## src/rtl/mdu_issue_ctrl_pkg.sv

```systemverilog
// Shared MDU definitions: opcodes, issue FSM states, default latencies.
// Also imported by the multiply/divide unit so both sides agree on encodings.
package mdu_issue_ctrl_pkg;

    localparam logic [3:0] OP_NONE  = 4'd0;
    localparam logic [3:0] OP_MULT  = 4'd1;
    localparam logic [3:0] OP_MULTU = 4'd2;
    localparam logic [3:0] OP_DIV   = 4'd3;
    localparam logic [3:0] OP_DIVU  = 4'd4;
    localparam logic [3:0] OP_MTHI  = 4'd5;
    localparam logic [3:0] OP_MTLO  = 4'd6;
    localparam logic [3:0] OP_MFHI  = 4'd7;
    localparam logic [3:0] OP_MFLO  = 4'd8;

    localparam logic [1:0] ST_IDLE   = 2'd0;
    localparam logic [1:0] ST_ISSUE  = 2'd1;
    localparam logic [1:0] ST_RUN    = 2'd2;
    localparam logic [1:0] ST_COMMIT = 2'd3;

    localparam int MULT_T_DEF = 5;
    localparam int DIV_T_DEF  = 10;
    localparam int CNT_W      = 8;

    function automatic logic is_mul(input logic [3:0] op);
        return (op == OP_MULT) || (op == OP_MULTU);
    endfunction

    function automatic logic is_div(input logic [3:0] op);
        return (op == OP_DIV) || (op == OP_DIVU);
    endfunction

    function automatic logic is_mt(input logic [3:0] op);
        return (op == OP_MTHI) || (op == OP_MTLO);
    endfunction

    // Any real MDU-class opcode; encodings above MFLO are treated as NONE.
    function automatic logic is_md(input logic [3:0] op);
        return (op != OP_NONE) && (op <= OP_MFLO);
    endfunction

endpackage

```

## src/rtl/mdu_lat_counter.sv

```systemverilog
// Occupancy down-counter for the MDU issue FSM.
// Loads a start value, counts down to zero and holds there.
module mdu_lat_counter #(
    parameter int CNT_W = 8
) (
    input  logic             clk,
    input  logic             reset,
    input  logic             load,
    input  logic [CNT_W-1:0] load_val,
    input  logic             dec,
    output logic             zero
);

    logic [CNT_W-1:0] cnt;

    // Load has priority over decrement; saturate at zero.
    always_ff @(posedge clk) begin
        if (reset) begin
            cnt <= '0;
        end else if (load) begin
            cnt <= load_val;
        end else if (dec && (cnt != '0)) begin
            cnt <= cnt - 1'b1;
        end
    end

    assign zero = (cnt == '0);

endmodule

```

## src/rtl/mdu_issue_ctrl.sv

```systemverilog
// E-stage issue control for the multiply/divide unit.
// Sequences IDLE -> ISSUE -> RUN -> COMMIT and stalls MDU consumers.
module mdu_issue_ctrl
    import mdu_issue_ctrl_pkg::*;
#(
    parameter int MULT_T = MULT_T_DEF,
    parameter int DIV_T  = DIV_T_DEF
) (
    input  logic        clk,
    input  logic        reset,
    input  logic        e_valid_i,
    input  logic [3:0]  e_op_i,
    input  logic [31:0] e_rs_i,
    input  logic [31:0] e_rt_i,
    input  logic        d_md_i,
    output logic        mdu_start_o,
    output logic [3:0]  mdu_op_o,
    output logic [31:0] mdu_in1_o,
    output logic [31:0] mdu_in2_o,
    output logic        busy_o,
    output logic        stall_o,
    output logic        div0_o,
    output logic        err_o
);

    logic [1:0]       state;
    logic [3:0]       op_q;
    logic [31:0]      in1_q;
    logic [31:0]      in2_q;
    logic             start_q;
    logic             div0_q;
    logic             err_q;
    logic             accept;
    logic             mt_fwd;
    logic             cnt_load;
    logic             cnt_zero;
    logic [CNT_W-1:0] cnt_val;

    localparam logic [CNT_W-1:0] MULT_LD = CNT_W'(MULT_T - 1);
    localparam logic [CNT_W-1:0] DIV_LD  = CNT_W'(DIV_T - 1);

    // Decode what the E-stage instruction asks for this cycle.
    always_comb begin
        accept   = 1'b0;
        mt_fwd   = 1'b0;
        if ((state == ST_IDLE) && e_valid_i) begin
            accept = is_mul(e_op_i) || is_div(e_op_i);
            mt_fwd = is_mt(e_op_i);
        end
    end

    // Load the counter on the ISSUE->RUN edge; op_q still holds the op.
    always_comb begin
        cnt_load = (state == ST_ISSUE);
        cnt_val  = is_div(op_q) ? DIV_LD : MULT_LD;
    end

    mdu_lat_counter #(
        .CNT_W (CNT_W)
    ) u_cnt (
        .clk      (clk),
        .reset    (reset),
        .load     (cnt_load),
        .load_val (cnt_val),
        .dec      (state == ST_RUN),
        .zero     (cnt_zero)
    );

    // FSM, registered MDU request outputs and sticky flags.
    always_ff @(posedge clk) begin
        if (reset) begin
            state   <= ST_IDLE;
            op_q    <= OP_NONE;
            in1_q   <= '0;
            in2_q   <= '0;
            start_q <= 1'b0;
            div0_q  <= 1'b0;
            err_q   <= 1'b0;
        end else begin
            op_q    <= OP_NONE;
            in1_q   <= '0;
            in2_q   <= '0;
            start_q <= 1'b0;
            unique case (state)
                ST_IDLE: begin
                    if (accept) begin
                        state   <= ST_ISSUE;
                        start_q <= 1'b1;
                        op_q    <= e_op_i;
                        in1_q   <= e_rs_i;
                        in2_q   <= e_rt_i;
                        if (is_div(e_op_i) && (e_rt_i == '0)) begin
                            div0_q <= 1'b1;
                        end
                    end else if (mt_fwd) begin
                        op_q  <= e_op_i;
                        in1_q <= e_rs_i;
                    end
                end
                ST_ISSUE: state <= ST_RUN;
                ST_RUN: begin
                    if (cnt_zero) begin
                        state <= ST_COMMIT;
                    end
                end
                ST_COMMIT: state <= ST_IDLE;
                default:   state <= ST_IDLE;
            endcase
            if ((state != ST_IDLE) && e_valid_i && is_md(e_op_i)) begin
                err_q <= 1'b1;
            end
        end
    end

    assign mdu_start_o = start_q;
    assign mdu_op_o    = op_q;
    assign mdu_in1_o   = in1_q;
    assign mdu_in2_o   = in2_q;
    assign busy_o      = (state != ST_IDLE);
    assign stall_o     = !reset && d_md_i && (busy_o || accept);
    assign div0_o      = div0_q;
    assign err_o       = err_q;

endmodule
```

## config.mk

```make
export PLATFORM = sky130hd
export DESIGN_NAME = mdu_issue_ctrl
export DESIGN_NICKNAME = d
export VERILOG_FILES = /design/src/rtl/mdu_issue_ctrl_pkg.sv /design/src/rtl/mdu_lat_counter.sv /design/src/rtl/mdu_issue_ctrl.sv
export SDC_FILE = /design/constraint.sdc
export NUM_CORES = 1
export LEC_CHECK = 0
export ABC_AREA = 1
export CORE_UTILIZATION = 41
export DETAILED_ROUTE_END_ITERATION = 6
export PLACE_DENSITY = 0.79
export SYNTH_ARGS = -nofsm -noshare
export SYNTH_HDL_FRONTEND = slang
export SYNTH_SLANG_ARGS = --single-unit
```

## constraint.sdc

```tcl
create_clock -name clk -period 1.7 [get_ports clk]
set_clock_uncertainty 0.15 [all_clocks]
set_input_delay 0.34 -clock clk [delete_from_list [all_inputs] [get_ports clk]]
set_output_delay 0.34 -clock clk [all_outputs]
set_load 0.1 [all_outputs]
```

==> impl_metrics.ini <==
[timing]
setup_viol = 2
tns_ns = -0.319
maxSlewViolCount = 0
fin_crit_ns = 1.95
rsz0062_at_grt = yes
finalCritPeriodShare_pct = 114
fmax_mhz = 514
fin_ws_ns = -0.245
finalHoldViolations = 0

[global_route]
grt_start_max_net_pins = 17
grt_antenna_before_repair = 1
grt_overflow = 0
grt_pass1_wl_mm = 14.0
grt_pass1_vias = 2940
grt_use_total_pct = 22.1

[floorplanning]
die_width_um = 90.2
die-area_mm2 = 0.00814
core.rowCount = 31
initial_core_util_pct = 43.3
fp.coreArea_mm2 = 0.00737
die_h_um = 90.2
ios = 145

[power]
power_density_mw_per_mm2 = 1090
swShare_pct = 37.7
power.share.sequential_pct = 33.9
leakage_uw = 0.00274
intPower_uw = 3990
p_clk_share_pct = 24.0
p_comb_share_pct = 42.1
switchingPower_uw = 2420
worst_ir_drop_vdd_uv = 1400

[detailed_routing]
wirelength_mm = 8.72
vias_per_cell = 4.33
drtAntennaViolNets = 0
wire_per_inst_um = 13.2
drtIter0Drc = 55
vias = 2855
drc = 0
drtPass1Iterations = 4

[logic_synthesis]
ys_seq_area_share_pct = 50.8
yosysMostFrequentCell = inv_1
syn_inst = 385
ys.flop_type = dfxtp_1
synth_top_area_share_pct = 50.8
yosysTopAreaCell = dfxtp_1
avgSynthCellArea_um2 = 8.28
synth.distinct_cells = 24
syn_nets = 463
yosysWarnings = 0
synth_edf_count = 0
yosys-top-cells-area = dfxtp_1 51%, inv_1 11%, nor2_1 8.8%, nor2_4 7.8%, nand2_1 5.8%
ys_ff_latch = 81
synth-async-reset-ratio_pct = 0
ys_top_cells_by_count = 93 x inv_1, 81 x dfxtp_1, 75 x nor2_1
synthesis.area_mm2 = 0.00319

[job]
drv_cap = 0

[clock_tree]
cts_root_buf = clkbuf_8
cts_tree = done
cts.sinks = 81
clk_path_buf_depth = 2
clk_latency_ns = 0.35
clkTransAtPathRegs_ns = 0.08
cts_buffers = 9
cts-htree-levels = 3

[critical_path]
cpPeakStageDelay_ns = 0.33
endpoint_kind = primary output
worstSetupPathType = flip-flop to primary output
cp.required_ns = 1.21
r2r_slack_ns = 0.10
worst-path-buf-inv = 3
start_kind = flip-flop
cp_cell_sequence = inv_2, ha_4, nand2_2, inv_2, nand2_4, nand2_4, nand2_4, nor2_4, buf_12
crit_top_cell = nand2_4
worst-r2r-cell-count = 9
arrival_ns = 1.46
r2r_start = u_cnt.cnt[0]
cp_slowest_cell = dfxtp_2
critical_path.max_fanout = 2
critPathTopFamily = flip-flops
critical_path.startpoint = state[0]
rr_endpoint = u_cnt.cnt[2]

[worst_hold_path]
hold_class = input port to flip-flop
holdPathStages = 3
min_to = mdu_op_o[0]
hold_start = e_op_i[0]

[placement]
dp_hpwl_mm = 6.74
place_ws_ns = -0.500
port_buffers = 144
gp_congestion = 0.843

[layout]
nets = 635
syn_to_final_growth_pct = 84.7
drive_above_1_share_pct = 31.3

[run_status]
violations = setup timing
outcome = finished, violations left
[registers in the layout, indices dropped and copies added (netlist names)]
register / cells
div0_o: 1
err_o: 1
mdu_in1_o: 32
mdu_in2_o: 32
mdu_op_o: 4
mdu_start_o: 1
state: 2
u_cnt.cnt: 8
[layer usage]
metal / up-vias / wire length, um / track usage, %
li1: 1440 / - / -
met1: 1298 / 3130 / 21.1
met2: 104 / 4850 / 43.4
met3: 13 / 557 / 6.60
met4: 0 / 187 / 9.14
met5: - / 0 / 0
[stage by stage]
stage	utilization [%]	power [uW]	hold slack (ns)	cells	instance area (um^2)
4_1_cts	79.7	6350	0.228	659	5880
3_5_place_dp	75.8	4650	0.349	637	5590
6_report	79.9	6410	0.253	660	5890
5_1_grt	79.9	6720	0.247	660	5890
2_1_floorplan	-	3790	0.259	385	3220
3_3_place_gp	75.8	4540	0.325	637	5590
[power groups by stage]
stage	clock network, uW	registers, uW	logic (uW)
2_1_floorplan	0	2620	1170
3_3_place_gp	0	2190	2350
3_5_place_dp	0	2210	2450
4_1_cts	1560	2160	2620
5_1_grt	1640	2190	2890
6_report	1540	2170	2700
[layout by cell type, fill, tap and decap left out, drive strengths merged, types with 2 or more instances in the layout]
master,n
nor2,112
buf,96
inv,95
dfxtp,81
clkdlybuf4s50,67
nand2,55
clkbuf,11
nand3,9
a21oi,7
o21ai,6
ha,6
dlygate4sd2,4
nand4,2
nor3,2
bufinv,2
clkinv,2
[kinds of logic (layout without fill, tap and decap cells)]
kind of cell             after synthesis  after routing  share of synthesized area (%)
adder cells (fa/ha/maj)                6              6                           2.35
AND/OR/NAND/NOR                      180            180                           29.5
flip-flops                            81             81                           50.8
buffers and inverters                102            277                           14.3
AO/OA/AOI/OAI                         15             15                           2.86
other                                  1              2                          0.118
[what timing repair did]
action                     CTS  global route
hold buffers                 0             0
resized for setup           12             5
pin swaps                    5             0
buffers inserted             8             0
setup endpoints to repair    6             6
[worst max-delay path by stage]
stage | to | slack (ns) | cells past startpoint
floorplan | stall_o | -0.18 | 8
global placement | stall_o | -0.45 | 10
detailed placement | stall_o | -0.50 | 10
CTS | stall_o | -0.25 | 9
global route | stall_o | -0.31 | 9
finish | stall_o | -0.25 | 9
[worst register-to-register path: stages (launching register included)]
cell,delay (ns)
dfxtp_2,0.34
inv_2,0.07
ha_1,0.15
inv_1,0.06
nor2_4,0.13
nand2_1,0.11
nand2_4,0.13
nand2_2,0.09
o21ai_0,0.19
nor2_1,0.07
[final cells by class]
type | count | area [um^2]
diodes | 1 | 2.50
clock buffers | 11 | 151
inverters | 96 | 365
flip-flops and latches | 81 | 1630
repair buffers | 167 | 2390
fillers | 445 | 1480
multi-input cells | 202 | 1160
well taps | 99 | 124
clock inverters | 3 | 65.1
Note: power is estimated with default switching activity, not from simulation.
